===== src/rtl/booth_mul_seq.sv =====
// -----------------------------------------------------------------------------
// booth_mul_seq
//
// Iterative radix-4 Booth multiplier. One operand pair is accepted in IDLE,
// the multiplier is recoded into Booth digits (neg/two/one per digit), and
// DIGITS_PER_CYCLE partial products are accumulated per BUSY cycle. The first
// DONE cycle registers the product and raises out_valid, which is then held
// until out_ready takes it.
//
// Parameters
//   bit_width         operand width (even, >= 4)
//   DIGITS_PER_CYCLE  Booth digits retired per BUSY cycle
//
// Ports
//   clk        rising-edge clock
//   rst        asynchronous, active-high reset (aborts any operation)
//   in_valid   operand pair valid
//   in_ready   operand pair can be accepted (only in IDLE)
//   a          multiplicand
//   b          multiplier (Booth-recoded)
//   tc         1 = two's complement, 0 = unsigned (BOOTH_UNSIGNED_EN only)
//   out_valid  product valid, held until out_ready
//   out_ready  downstream accepts the product
//   product    full-width product a*b
//   busy       high whenever the block is not IDLE
//
// Configuration
//   BOOTH_UNSIGNED_EN  when defined, adds the tc port and unsigned mode
//                      (operands zero-extended, one extra Booth digit).
//                      When undefined the block is signed only.
// -----------------------------------------------------------------------------
module booth_mul_seq #(
    parameter int bit_width        = 16,
    parameter int DIGITS_PER_CYCLE = 1
) (
    input  logic                     clk,
    input  logic                     rst,
    input  logic                     in_valid,
    output logic                     in_ready,
    input  logic [bit_width-1:0]     a,
    input  logic [bit_width-1:0]     b,
`ifdef BOOTH_UNSIGNED_EN
    input  logic                     tc,
`endif
    output logic                     out_valid,
    input  logic                     out_ready,
    output logic [2*bit_width-1:0]   product,
    output logic                     busy
);

    // Two guard bits keep -2 * min_int representable in the accumulator.
    localparam int ACC_W    = 2*bit_width + 2;
    // Multiplier register: two extension bits, the operand, and b[-1] = 0.
    localparam int MQ_W     = bit_width + 3;
    localparam int NDIG_MAX = bit_width/2 + 1;
    localparam int CNT_W    = $clog2(NDIG_MAX + DIGITS_PER_CYCLE + 1);

    typedef enum logic [1:0] {
        IDLE = 2'd0,
        BUSY = 2'd1,
        DONE = 2'd2
    } state_t;

    state_t                   state;
    state_t                   state_nxt;

    logic signed [ACC_W-1:0]  acc;
    logic signed [ACC_W-1:0]  acc_nxt;
    logic signed [ACC_W-1:0]  a_sh;      // multiplicand, pre-shifted to the current digit group
    logic        [MQ_W-1:0]   mq;        // multiplier window, shifted right as digits retire
    logic        [CNT_W-1:0]  count;     // index of the first digit of the current group
    logic        [CNT_W-1:0]  ndig;      // number of Booth digits for this operation

    logic                     sgn_in;
    logic signed [ACC_W-1:0]  a_in_ext;
    logic        [MQ_W-1:0]   b_in_mq;
    logic        [CNT_W-1:0]  ndig_in;
    logic                     accept;
    logic                     last;

`ifdef BOOTH_UNSIGNED_EN
    assign sgn_in = tc;
`else
    assign sgn_in = 1'b1;
`endif

    // -------------------------------------------------------------------------
    // Booth digit -> partial product. The triple {b[2k+1], b[2k], b[2k-1]}
    // decodes to neg (top bit), one (|d| = 1) and two (|d| = 2).
    // -------------------------------------------------------------------------
    function automatic logic signed [ACC_W-1:0] booth_pp(
        input logic [2:0]              trip,
        input logic signed [ACC_W-1:0] m
    );
        logic                    neg;
        logic                    one;
        logic                    two;
        logic signed [ACC_W-1:0] mag;
        neg = trip[2];
        one = trip[1] ^ trip[0];
        two = (trip == 3'b011) || (trip == 3'b100);
        if (two)
            mag = m <<< 1;
        else if (one)
            mag = m;
        else
            mag = '0;
        return neg ? -mag : mag;
    endfunction

    // Operand extension at accept: signed mode sign-extends, unsigned mode
    // zero-extends, which also makes the extra top digit {0,0,b[msb]}.
    always_comb begin
        if (sgn_in) begin
            a_in_ext = {{(ACC_W-bit_width){a[bit_width-1]}}, a};
            b_in_mq  = {{2{b[bit_width-1]}}, b, 1'b0};
            ndig_in  = CNT_W'(bit_width/2);
        end else begin
            a_in_ext = {{(ACC_W-bit_width){1'b0}}, a};
            b_in_mq  = {2'b00, b, 1'b0};
            ndig_in  = CNT_W'(bit_width/2 + 1);
        end
    end

    assign accept   = in_valid && (state == IDLE);
    assign in_ready = (state == IDLE);
    assign busy     = (state != IDLE);
    assign last     = (int'(count) + DIGITS_PER_CYCLE) >= int'(ndig);

    // Sum of this cycle's partial products; digits beyond ndig contribute 0.
    always_comb begin
        acc_nxt = acc;
        for (int j = 0; j < DIGITS_PER_CYCLE; j++) begin
            if ((int'(count) + j) < int'(ndig))
                acc_nxt = acc_nxt + booth_pp(mq[2*j+2 -: 3], a_sh <<< (2*j));
        end
    end

    // -------------------------------------------------------------------------
    // FSM state register
    // -------------------------------------------------------------------------
    always_ff @(posedge clk or posedge rst) begin
        if (rst)
            state <= IDLE;
        else
            state <= state_nxt;
    end

    // -------------------------------------------------------------------------
    // FSM next-state logic
    // -------------------------------------------------------------------------
    always_comb begin
        state_nxt = state;
        case (state)
            IDLE:    if (accept)                  state_nxt = BUSY;
            BUSY:    if (last)                    state_nxt = DONE;
            DONE:    if (out_valid && out_ready)  state_nxt = IDLE;
            default:                              state_nxt = IDLE;
        endcase
    end

    // -------------------------------------------------------------------------
    // Datapath: operand capture, accumulation, product register
    // -------------------------------------------------------------------------
    always_ff @(posedge clk or posedge rst) begin
        if (rst) begin
            acc       <= '0;
            a_sh      <= '0;
            mq        <= '0;
            count     <= '0;
            ndig      <= '0;
            out_valid <= 1'b0;
            product   <= '0;
        end else begin
            case (state)
                IDLE: begin
                    if (accept) begin
                        acc   <= '0;
                        a_sh  <= a_in_ext;
                        mq    <= b_in_mq;
                        count <= '0;
                        ndig  <= ndig_in;
                    end
                end
                BUSY: begin
                    acc   <= acc_nxt;
                    a_sh  <= a_sh <<< (2*DIGITS_PER_CYCLE);
                    // Fill with the extension bit so digits past the operand stay 0.
                    mq    <= {{(2*DIGITS_PER_CYCLE){mq[MQ_W-1]}},
                              mq[MQ_W-1:2*DIGITS_PER_CYCLE]};
                    count <= count + CNT_W'(DIGITS_PER_CYCLE);
                end
                DONE: begin
                    // First DONE cycle publishes the product; it then stays
                    // stable until the handshake.
                    if (!out_valid) begin
                        out_valid <= 1'b1;
                        product   <= acc[2*bit_width-1:0];
                    end else if (out_ready) begin
                        out_valid <= 1'b0;
                    end
                end
                default: ;
            endcase
        end
    end

endmodule


===== config.mk =====
export PLATFORM = sky130hd
export DESIGN_NAME = booth_mul_seq
export DESIGN_NICKNAME = d
export VERILOG_FILES = /design/src/rtl/booth_mul_seq.sv
export SDC_FILE = /design/constraint.sdc
export NUM_CORES = 1
export LEC_CHECK = 0
export ABC_AREA = 1
export CAP_MARGIN = 40
export CORE_AREA = 2 2 155 233
export DETAILED_ROUTE_END_ITERATION = 8
export DIE_AREA = 0 0 157 235
export DONT_BUFFER_PORTS = 1
export PLACE_DENSITY = 0.35
export SKIP_CTS_REPAIR_TIMING = 1
export SLEW_MARGIN = 20
export SYNTH_ARGS = -nofsm -noshare
export SYNTH_HDL_FRONTEND = slang
export SYNTH_SLANG_ARGS = --single-unit

===== constraint.sdc =====
create_clock -name clk -period 4.1 [get_ports clk]
set_input_delay 0.205 -clock clk [delete_from_list [all_inputs] [get_ports clk]]
set_output_delay 0.205 -clock clk [all_outputs]
set_load 0.01 [all_outputs]

==> results_dict.tcl <==
set metrics [dict create \
    status "completed" \
    place_hpwl_um 21900 \
    cts_tree "done" \
    coreArea_mm2 0.0348 \
    hold_viol 0 \
    worstSkewPairLatency_ns 0.44 \
    postSynthCellCount 1160 \
    grt_use_total_pct 16.0 \
    synth_top_area_share_pct 35.4 \
    yosysUniqueCellTypes 51 \
    worst_path_most_repeated_cell "nand2_1" \
    hold_slack_ns 0.00989 \
    setup_viol 0 \
    synthToLayoutAreaGrowth_pct 18.5 \
    io_buffers 0 \
    ant_nets 0 \
    timing.critical_path.from "mq[0]" \
    diodes 0 \
    ys_warn_count 0 \
    crit_type "flop to flop" \
    fillers 3874 \
    drtIter0Drc 240 \
    cp-start-kind "flop" \
    syn_avg_cell_area_um2 7.43 \
    tightest_slew_ns 0.710 \
    critical-path-top-delay-family "simple AND/OR/NAND/NOR gates" \
    clockBufferDepth 2 \
    dieArea_mm2 0.0369 \
    drc 0 \
    hold_class "input port to flop" \
    die_w_um 157 \
    grt_overflow 0 \
    vias_per_cell 4.50 \
    synth_seq_area_share_pct 35.4 \
    fin_util_pct 29.3 \
    initial_utilization_pct 24.8 \
    vias 7532 \
    grt_antenna_before_repair 0 \
    fin_crit_sh_pct 93.5 \
    gp_congestion 0.850 \
    die_h_um 235 \
    fin_crit_ns 3.83 \
    grt_pass1_vias 7940 \
    crit_end "acc[29]" \
    wl_per_cell_um 16.8 \
    regToRegSetupSlack_ns 0.27 \
    cp.required_ns 4.43 \
    htreeDepth 4 \
    reg2regPathDepth 25 \
    synth_area_leaders "dfrtp_1, nand2_1, inv_1" \
    critPathSlowestCell "dfrtp_1" \
    synth_top_area_cell "dfrtp_1" \
    cts.sinks 122 \
    final_layout_size_suffix_gt1_share_pct 16.3 \
    fmax_mhz 261 \
    routed_wl_um 28100 \
    maxSlewViolCount 0 \
    syn-num-nets 1241 \
    r2r_start "mq[0]" \
    crit_path_end_kind "flop" \
    ios 71 \
    slew_headroom_pct 52.6 \
    cts_buffers 17 \
    grt_pass1_wl_um 44700 \
    ys_seq_elements 122 \
    synth_enable_flop_cells 0 \
    worst-path-buf-inv 4 \
    fp-row-count 84 \
    crit_path_max_fanout 9 \
    grt_max_degree 61 \
    drt_first_pass_iters 4 \
    cp.arrival_ns 4.16 \
    ys.flop_type "dfrtp_1" \
    nets 1272 \
    multiInputGateArea_mm2 0.00489 \
    path_clk_slew_ns 0.06 \
    max_stage_delay_ns 0.39 \
    fin_skew_ns 0.00930 \
    async_reset_ff_share_pct 100 \
    syn-cell-area_mm2 0.00862 \
    cts_root_buffer "clkbuf_16" \
    cap_viol_max_count 0 \
    r2r_end "acc[29]" \
    regArea_mm2 0.00305 \
    cp.depth 25 \
]
[cell usage in the layout, fill, tap and decap left out, types with 3 or more instances in the layout]
master         Yosys  final
o21ai_2            3      3
o221ai_1          17     17
nand2_2           28     31
clkinv_2           0      3
xor2_1            20     19
a221oi_1          24     24
nand2_4           16     15
xnor2_1           11     11
nor3_1            38     33
nand3_2            4      8
o21bai_1           4      4
o21ai_1            4      9
o211ai_1           5      5
nand3_1           62     58
mux2_2             9      9
a31oi_1            4      4
o21ai_0           79     74
or2_2              4      4
nor2_4             5      6
o22ai_1           12     12
and2_1             3      3
dfrtp_1          122    121
inv_1            168    162
nor2_1            73     63
nor2_2             5     14
dlygate4sd3_1      0      7
a21oi_1           46     40
a21o_1             3      3
ha_1              44     38
ha_4               0      4
buf_4              0     43
nor3_2             1      5
bufinv_16          0      3
inv_2              3      8
clkbuf_16          0     17
nand4_1           11     11
a21oi_2            0      6
nand2_1          273    270
[worst reg2reg max path, stage by stage, from the launching register on]
cell and delay (ns):
dfrtp_1 0.39, ha_2 0.22, inv_1 0.07, nand2_2 0.08
nand2_4 0.10, buf_4 0.19, buf_4 0.19, nand2_2 0.06
nand2_2 0.09, inv_1 0.09, nor2_4 0.13, nand3_1 0.12
nor2_1 0.19, nand3_2 0.16, xor2_2 0.16, a21oi_2 0.08
ha_1 0.34, nand2_1 0.14, nor2_2 0.17, nand2_1 0.15
nor3_1 0.17, nand2_1 0.17, nand2_1 0.11, nand2_1 0.05
nand3_1 0.07, nand2_1 0.05
[kinds of logic (layout without fill, tap and decap cells)]
kind of cell / after synthesis / after routing / share of synthesized area [%]
simple gates: 528 / 528 / 28.4
buf+inv: 213 / 254 / 9.99
compound gates: 212 / 212 / 15.2
flops: 122 / 122 / 35.4
fa+ha+maj: 45 / 45 / 6.62
xor+xnor: 31 / 31 / 3.15
mux: 9 / 9 / 1.18
[state kept, by name, summed over array words and instances (netlist names)]
name	count
acc	32
ndig	1
out_valid	1
state	2
a_sh	32
product	32
mq	18
count	4
[how the worst min path moves through the flow]
stage                   end  depth (start not counted)  slack [ns]   from
floorplan           a_sh[0]                          2        0.33   a[0]
global placement     acc[0]                          1        0.21    rst
detailed placement   acc[0]                          1        0.21    rst
CTS                  acc[5]                          1       -0.28    rst
global route         mq[13]                          2        0.03  b[12]
finish               mq[13]                          2        0.01  b[12]
[Yosys cell counts (all sizes together) (2+ instances only)]
library cell	number
a211oi	2
a21boi	3
a21o	3
a21oi	46
a221oi	24
a31oi	4
and2	3
and3	2
buf	11
clkbuf	30
dfrtp	122
ha	44
inv	171
mux2	9
nand2	317
nand3	66
nand4	11
nor2	84
nor3	39
o211ai	5
o21ai	86
o21bai	4
o221ai	17
o22ai	12
or2	4
xnor2	11
xor2	20
[through the flow]
step	instances	TNS (ns)	setup slack, ns	area (um2)
floorplan	1160	0	0.641	8620
global placement	1630	-0.104	-0.104	9310
detailed placement	1631	-0.138	-0.132	9330
CTS	1660	-0.176	-0.160	9910
global route	1674	-0.0423	-0.0321	10200
finish	1674	0	0.268	10200
[metal layers]
metal | vias up | wire length [um] | track usage, %
li1 | 3872 | - | -
met2 | 108 | 15100 | 29.6
met5 | - | 0 | 0
met4 | 0 | 925 | 7.09
met1 | 3511 | 11400 | 17.6
met3 | 41 | 662 | 2.49
[cell type report]
class / instances / area share [%]
inverters: 172 / 6.37
multi-input cells: 825 / 47.9
clock inverters: 8 / 1.19
repair buffers: 53 / 4.30
flip-flops and latches: 122 / 29.9
well taps: 473 / 5.80
clock buffers: 21 / 4.51
Power is left out: the tool's default activity adds up to more than one toggle a clock period on the data nets, which glitch-free logic cannot reach.
